$ cat src/rtl/bkram_pkg.sv
// rtl/bkram_pkg.sv - shared types and constants for the backup-RAM SD sequencer
package bkram_pkg;

  localparam int SECT_BITS_DEF = 4;
  localparam int SLOT_BITS_DEF = 2;

  typedef enum logic [1:0] {
    IDLE,
    REQ,
    XFER,
    FMT
  } bk_state_t;

  // HuC "HUBM" backup-RAM header written by a format
  localparam logic [15:0] HUBM_DEF [4] = '{16'h5548, 16'h4D42, 16'h8800, 16'h8010};

endpackage

$ cat src/rtl/bkram_sd_ctrl.sv
// rtl/bkram_sd_ctrl.sv - BRAM port-B save/load/format sequencer against the hps_io SD sector interface
// Optional dirty tracking: define BKRAM_DIRTY_EN.
module bkram_sd_ctrl
  import bkram_pkg::*;
#(
  parameter int SECT_BITS = SECT_BITS_DEF,
  parameter int SLOT_BITS = SLOT_BITS_DEF,
  parameter int BRAM_AW   = SECT_BITS + 8
) (
  input  logic                 clk_sys,
  input  logic                 reset_n,
  input  logic                 bk_ena,
  input  logic                 load_req,
  input  logic                 save_req,
  input  logic                 format_req,
  input  logic [SLOT_BITS-1:0] slot,
  output logic [31:0]          sd_lba,
  output logic                 sd_rd,
  output logic                 sd_wr,
  input  logic                 sd_ack,
  input  logic [7:0]           sd_buff_addr,
  input  logic [15:0]          sd_buff_dout,
  input  logic                 sd_buff_wr,
  output logic [BRAM_AW-1:0]   bram_b_addr,
  output logic [15:0]          bram_b_data,
  output logic                 bram_b_we,
`ifdef BKRAM_DIRTY_EN
  input  logic                 bram_core_we,
  output logic                 dirty,
`endif
  output logic                 busy,
  output logic                 loading
);

  bk_state_t   state, state_n;
  logic [31:0] lba_n;
  logic        rd_n, wr_n, busy_n, loading_n;
  logic [1:0]  fmt_idx, idx_n;
  logic        load_prev, save_prev, fmt_prev, ack_prev;
  logic        load_edge, save_edge, fmt_edge, ack_rise, ack_fall;
  logic        save_ok;
  logic        last_sect;

  assign load_edge = load_req & ~load_prev;
  assign save_edge = save_req & ~save_prev;
  assign fmt_edge  = format_req & ~fmt_prev;
  assign ack_rise  = sd_ack & ~ack_prev;
  assign ack_fall  = ~sd_ack & ack_prev;
  assign last_sect = &sd_lba[SECT_BITS-1:0];

`ifdef BKRAM_DIRTY_EN
  assign save_ok = dirty;
`else
  assign save_ok = 1'b1;
`endif

  always_ff @(posedge clk_sys or negedge reset_n) begin
    if (!reset_n) begin
      state     <= IDLE;
      sd_lba    <= '0;
      sd_rd     <= 1'b0;
      sd_wr     <= 1'b0;
      busy      <= 1'b0;
      loading   <= 1'b0;
      fmt_idx   <= '0;
      load_prev <= 1'b0;
      save_prev <= 1'b0;
      fmt_prev  <= 1'b0;
      ack_prev  <= 1'b0;
    end else begin
      state     <= state_n;
      sd_lba    <= lba_n;
      sd_rd     <= rd_n;
      sd_wr     <= wr_n;
      busy      <= busy_n;
      loading   <= loading_n;
      fmt_idx   <= idx_n;
      load_prev <= load_req;
      save_prev <= save_req;
      fmt_prev  <= format_req;
      ack_prev  <= sd_ack;
    end
  end

  always_comb begin
    state_n   = state;
    lba_n     = sd_lba;
    rd_n      = sd_rd;
    wr_n      = sd_wr;
    busy_n    = busy;
    loading_n = loading;
    idx_n     = fmt_idx;
    case (state)
      IDLE: begin
        if ((load_edge || (save_edge && save_ok)) && bk_ena) begin
          state_n   = REQ;
          lba_n     = '0;
          lba_n[SECT_BITS +: SLOT_BITS] = slot;
          rd_n      = load_edge;
          wr_n      = ~load_edge;
          busy_n    = 1'b1;
          loading_n = load_edge;
        end else if (fmt_edge) begin
          state_n = FMT;
          idx_n   = '0;
          busy_n  = 1'b1;
        end
      end
      REQ: begin
        if (ack_rise) begin
          rd_n    = 1'b0;
          wr_n    = 1'b0;
          state_n = XFER;
        end
      end
      XFER: begin
        if (ack_fall) begin
          if (last_sect) begin
            state_n   = IDLE;
            busy_n    = 1'b0;
            loading_n = 1'b0;
          end else begin
            // Only the sector field advances; the slot field never carries
            lba_n[SECT_BITS-1:0] = SECT_BITS'(sd_lba[SECT_BITS-1:0] + 1'b1);
            rd_n    = loading;
            wr_n    = ~loading;
            state_n = REQ;
          end
        end
      end
      FMT: begin
        idx_n = fmt_idx + 2'd1;
        if (fmt_idx == 2'd3) begin
          state_n = IDLE;
          busy_n  = 1'b0;
        end
      end
      default: state_n = IDLE;
    endcase
  end

  always_comb begin
    bram_b_addr = {sd_lba[SECT_BITS-1:0], sd_buff_addr};
    bram_b_data = sd_buff_dout;
    bram_b_we   = sd_buff_wr & sd_ack & loading;
    if (state == FMT) begin
      bram_b_addr = BRAM_AW'(fmt_idx);
      bram_b_data = HUBM_DEF[fmt_idx];
      bram_b_we   = 1'b1;
    end
  end

`ifdef BKRAM_DIRTY_EN
  logic xfer_done, fmt_done;
  assign xfer_done = (state == XFER) && ack_fall && last_sect;
  assign fmt_done  = (state == FMT) && (fmt_idx == 2'd3);

  always_ff @(posedge clk_sys or negedge reset_n) begin
    if (!reset_n) begin
      dirty <= 1'b0;
    end else if (bram_core_we || fmt_done) begin
      dirty <= 1'b1;
    end else if (xfer_done) begin
      dirty <= 1'b0;
    end
  end
`endif

endmodule
$ cat config.mk
export PLATFORM = sky130hd
export DESIGN_NAME = bkram_sd_ctrl
export DESIGN_NICKNAME = d
export VERILOG_FILES = /design/src/rtl/bkram_pkg.sv /design/src/rtl/bkram_sd_ctrl.sv
export SDC_FILE = /design/constraint.sdc
export NUM_CORES = 1
export LEC_CHECK = 0
export BUFFER_PORTS_ARGS = -buffer_cell sky130_fd_sc_hd__buf_2
export CORE_ASPECT_RATIO = 0.5
export CORE_MARGIN = 2
export CORE_UTILIZATION = 30
export CTS_CLUSTER_DIAMETER = 100
export DETAILED_ROUTE_END_ITERATION = 10
export MAX_ROUTING_LAYER = met4
export PLACE_DENSITY_LB_ADDON = 0.1
export SKIP_LAST_GASP = 1
export SLEW_MARGIN = 20
export SYNTH_ARGS = -nofsm -noshare
export SYNTH_HDL_FRONTEND = slang
export SYNTH_SLANG_ARGS = --single-unit
$ cat constraint.sdc
create_clock -name clk_sys -period 4 [get_ports clk_sys]
set_clock_uncertainty 0.1 [all_clocks]
set_input_delay 0.2 -clock clk_sys [delete_from_list [all_inputs] [get_ports clk_sys]]
set_output_delay 0.2 -clock clk_sys [all_outputs]
set_load 0.01 [all_outputs]
# Word level (Yosys, flattened, before mapping)
# Index checks and enable logic that the tools add are counted.
op_classes:
  n_addsub: 2
  n_lt_le_gt_ge: 1
  n_eq_ne: 13
  mux: 36
  bitwise: 15
  n_reduce_logical: 15
ops:
  columns: ["op", "n"]
  rows:
  - ["16-bit two-way mux", 3]
  - ["16-bit binary-select mux with 2-bit select", 1]
  - ["2-bit inequality test, second input constant", 8]
  - ["4-bit AND reduction", 4]
  - ["1-bit two-way mux", 14]
  - ["2-bit two-way mux", 7]
  - ["12-bit two-way mux", 1]
  - ["4-bit two-way mux", 3]
  - ["5-bit AND reduction", 2]
  - ["1-bit one-hot mux with 3 select lines", 3]
  - ["2-bit one-hot mux with 4 select lines", 1]
  - ["4-bit one-hot mux with 2 select lines", 1]
  - ["1-bit bitwise AND", 7]
  - ["1-bit inverter", 7]
  - ["2-bit equality test, second input constant", 3]
  - ["3-bit nonzero test", 2]
  - ["4-bit by 1-bit adder with 4-bit output, second input constant", 1]
  - ["2-bit one-hot mux with 2 select lines", 1]
  - ["2-bit nonzero test", 2]
  - ["3-bit >= comparator, second input constant", 1]
  - ["3-bit inequality test, second input constant", 1]
  - ["2-bit inverter with 3-bit output", 1]
  - ["3-bit AND reduction", 1]
  - ["2-bit by 1-bit adder with 2-bit output, second input constant", 1]
  - ["other kinds (6)", 6]
word_totals:
  reg_bits: 18
  in_bits: 34

# Longest topological paths before layout
logic_depth:
  ltp_word: 6
  depth_mapped: 7
  mapped_depth_nobuf: 6

# Worst setup path after synthesis
# No wires, ideal clock.
synth_timing:
  path_kind: "register to register"
  start: "register state[1]"
  end: "register sd_rd"
  t_arrival_ps: 1579
  path_slack_ps: 2193
  stages_incl_launch_ff: 7
  n_path_buf: 0
  period_less_slack_ps: 1807
  path_cell_list: "dfrtp_1 -> inv_1 -> ha_1 -> nor3b_2 -> nand2_1 -> a221oi_2 -> mux2_1"
synth_between:
  elab_chain_len: 3
  elab_cells_between_ends: 10
  classes_between: "6 x eq/ne; 1 x mux; 3 x reduce/logical"
synth_rtl:
  columns: ["item", "line_no", "source"]
  rows:
  - ["start, declared", "bkram_sd_ctrl.sv:35", "bk_state_t state, state_n;"]
  - ["start signal, assigned", "bkram_sd_ctrl.sv:71", "state <= state_n;"]
  - ["2-bit by 1-bit equality test with 1-bit output, or another cell as far along", "bkram_sd_ctrl.sv:93", "case (state)"]
  - ["2-bit inequality test (no source line) or 3-bit nonzero test (tied branches)", null, null]
  - ["5-bit AND reduction (no source line)", null, null]
  - ["end signal, assigned", "bkram_sd_ctrl.sv:73", "sd_rd <= rd_n;"]
  - ["end, declared", "bkram_sd_ctrl.sv:18", "output logic sd_rd,"]
# Several ways; a longest one is shown, not always the timed one.
# A chain may end at the register's enable or synchronous reset.

# Worst setup path in the final report
layout_timing:
  start: "register state[0]"
  end: "register sd_lba[0]"
layout_between:
  elab_chain_len: 3
  elab_cells_between_ends: 8
  classes_between: "4 x eq/ne; 1 x mux; 3 x reduce/logical"
layout_rtl:
  columns: ["item", "line_no", "source"]
  rows:
  - ["2-bit equality test or 2-bit zero test (tied branches)", "bkram_sd_ctrl.sv:93", null]
  - ["2-bit inequality test (no source line) or 2-bit nonzero test (tied branches)", null, null]
  - ["4-bit AND reduction (no source line)", null, null]
  - ["end signal, assigned", "bkram_sd_ctrl.sv:72", "sd_lba <= lba_n;"]
  - ["end, declared", "bkram_sd_ctrl.sv:17", "output logic [31:0] sd_lba,"]
# Several ways; a longest one is shown, not always the timed one.

==> qor.csv <==
stage;metric;value;unit
critical_path;Max stage delay on crit path;0.50;ns
logic_synthesis;post-synthesis simple-gate area fraction;16.9;%
critical_path;crit path DAT;2.17;ns
placed_design;DP Area;1880;um2
pwr;VDD IR max;0.306;mV
job;Max-cap violations;0;
status;status;complete, no violations;
logic_synthesis;Synth Flop Type;dfrtp_1;
global_routing;largest net degree at the start of global routing;38;
global_routing;GRT Overall Usage;12.5;%
detailed_routing;WL/cell;11.2;um
timing;final hold viol count;0;
hold_path;Hold Path Depth;1;
pwr;sequential share of power;24.3;%
layout;Finished Layout Cells;314;
placed_design;GP Congestion;0.717;
clocking;CTS Buffer Depth;2;
pwr;Clk pwr share;12.4;%
pwr;leakage dissipation;1.05;nW
hold_path;min-delay worst type;in2reg;
logic_synthesis;Mean Syn Cell Area;9.17;um2
layout;most frequent cells in the layout;buf_2 (72), conb_1 (26), dfrtp_1 (18);
detailed_routing;DR vias/cell;4.25;
clocking;Clock transition at path regs;0.07;ns
timing;unrepaired setup endpoints after global routing;false;
critical_path;worst path required time;4.05;ns
clocking;TritonCTS buffer count;3;
layout;n_diodes;0;
logic_synthesis;Synth Area in XOR/XNOR;0;%
detailed_routing;final WL;3520;um
hold_path;Worst Hold Path EP;ack_prev;
placed_design;detailed placement HPWL;2770;um
critical_path;Worst path top cell family by delay;adder cells;
floorplan;starting density of the core;31.5;%
detailed_routing;DRT antenna net count;0;
logic_synthesis;main combinational cell family by area after synthesis;buffers and inverters;
global_routing;vias in the first global route;1186;
timing;period utilisation layout;53.1;%
placed_design;Placed Cells;306;
clocking;CTS sink cnt;18;
floorplan;Die ar.;5820;um2
layout;Nets;289;
pwr;Pwr Density;626;nW/um2
logic_synthesis;Synth Area in Compound Gates;17.4;%
detailed_routing;routed via count;1334;
pwr;Net Sw Power;0.000551;W
logic_synthesis;top post-synthesis cells by area;dfrtp_1 (29%), buf_4 (13%), ha_1 (8.0%);
critical_path;endpoint class of the critical path;flip-flop;
logic_synthesis;asr flop ratio synth;100;%
floorplan;Die Ht;55.0;um
timing;max frequency;0.470;GHz
critical_path;crit path cell chain;inv_1, ha_1, and3b_1, a2bb2oi_2, a21oi_2, mux2_1;
timing;final setup violation count;0;
pwr;sw frac;44.7;%
clocking;cts repair resizes;0;
critical_path;crit path kind;reg2reg;
layout;Final Instance Area;1970;um2
floorplan;row count;18;
logic_synthesis;adder-cell share of the synthesized area;8.03;%
logic_synthesis;synthesized area;1560;um2
floorplan;Core ar.;4950;um2
logic_synthesis;Post-synth EDFFs;0;
layout;area growth from synthesis to layout;26.4;%
timing;Slew Limit Fails;0;
critical_path;crit path buf inv count;1;
detailed_routing;DRC Markers;0;
critical_path;Crit Reg-Reg Startpoint;state[0];
global_routing;first-pass GRT wire length;5500;um
logic_synthesis;Yosys reg bits;18;
global_routing;initial antenna violation count;0;
logic_synthesis;Mapped Cells;170;
layout;commonest non-fill, non-tap cell in the layout;buf_2;
critical_path;worst reg2reg setup slack;1.87;ns
floorplan;die width;106;um
timing;min cycle time layout;2.13;ns
floorplan;I/O pins;99;
hold_path;Hold Startpoint;sd_ack;
logic_synthesis;yosys warns;0;
critical_path;crit path max fanout;16;
logic_synthesis;Yosys top cell area share;28.9;%
logic_synthesis;Synth area leader;dfrtp_1;
clocking;root buffer cell;clkbuf_8;
detailed_routing;drt pass-1 iters;4;
detailed_routing;Starting DRT DRC Count;74;
clocking;CTS tree;done;
critical_path;cell depth of the worst flop-to-flop path;6;
placed_design;Port Buf Inserts;72;
critical_path;crit start category;flip-flop;
pwr;Comb power frac;63.3;%
timing;actual slew at the worst max-slew pin;0.526;ns
clocking;CTS H-tree lvls;1;
logic_synthesis;post-synthesis mux area share;9.23;%
logic_synthesis;Yosys cell types;44;
timing;Max-slew headroom;64.9;%
timing;Fin Setup TNS;0;ns
logic_synthesis;register area share after synthesis;28.9;%
pwr;Internal;0.000682;W
critical_path;reg2reg end;sd_lba[0];
clocking;Worst-Skew Late Latency;0.26;ns
critical_path;CP max stage cell;ha_1;
global_routing;grt total ovfl;0;
layout;share of post-route cells with drive strength above 1;38.5;%
[worst max path at each step]
stage,start,endpoint,slack (ns),depth (start not counted)
CTS,state[0],sd_lba[0],1.85,6
detailed placement,state[0],sd_lba[0],1.86,6
finish,state[0],sd_lba[0],1.87,6
floorplan,state[1],sd_rd,2.19,6
global route,state[0],sd_lba[0],1.70,6
global placement,state[0],sd_lba[0],1.93,6
[kinds of logic after synthesis]
logic type / Yosys count
and+or+nand+nor: 43
DFF: 18
AOI/OAI and AO/OA: 35
muxes: 13
buffers and inverters: 50
adders and majority gates: 10
other: 1
[timing repair]
item / in CTS / in global routing
buffers inserted: 0 / 0
hold buffers: 4 / 0
endpoints found under the hold margin: 21 / 0
[cell usage after synthesis, drive strengths merged (2+ instances only)]
cell	n
buf	28
dfrtp	18
inv	18
nor2b	18
o21ai	12
mux2	11
ha	10
nand2	7
a21oi	5
nor2	5
clkbuf	4
nand2b	4
nand3	4
a21o	2
a221oi	2
a31o	2
and3	2
mux2i	2
o21a	2
o2bb2ai	2
[routing by layer]
metal / global-route usage, % / wire (um)
met4: 3.29 / 22
met1: 14.0 / 1550
met5: - / 0
met2: 22.9 / 1630
met3: 3.40 / 314
[flip-flops by register name (all words and copies together), names as in the netlist]
signal,flops
busy,1
sd_wr,1
ack_prev,1
load_prev,1
fmt_prev,1
fmt_idx,2
sd_rd,1
state,2
save_prev,1
sd_lba,6
loading,1
[area by class of cell]
type | count | area, um2
well taps | 70 | 87.6
clock buffers | 4 | 55.1
repair buffers | 77 | 408
fillers | 517 | 2980
multi-input cells | 127 | 902
flip-flops and latches | 18 | 450
inverters | 18 | 67.6
[power by group through the flow]
| stage | combinational [W] | sequential (W) | clock (W) |
|---|---|---|---|
| 2_1_floorplan | 0.000564 | 0.000311 | 0 |
| 3_3_place_gp | 0.000785 | 0.000301 | 0 |
| 3_5_place_dp | 0.000788 | 0.000304 | 0 |
| 4_1_cts | 0.000795 | 0.000300 | 0.000159 |
| 5_1_grt | 0.000878 | 0.000309 | 0.000167 |
| 6_report | 0.000781 | 0.000299 | 0.000153 |
[metrics by stage]
| step | setup WS [ns] | util, % | power, W | hold slack (ns) |
|---|---|---|---|---|
| CTS | 1.85 | 39.8 | 0.00125 | 0.0126 |
| floorplan | 2.19 | - | 0.000875 | -0.196 |
| detailed placement | 1.86 | 37.9 | 0.00109 | 0.0661 |
| global route | 1.70 | 39.8 | 0.00135 | 0.0124 |
| finish | 1.87 | 39.8 | 0.00123 | 0.0174 |
| global placement | 1.93 | 37.9 | 0.00109 | 0.0641 |
(Power assumes the default switching activity.)
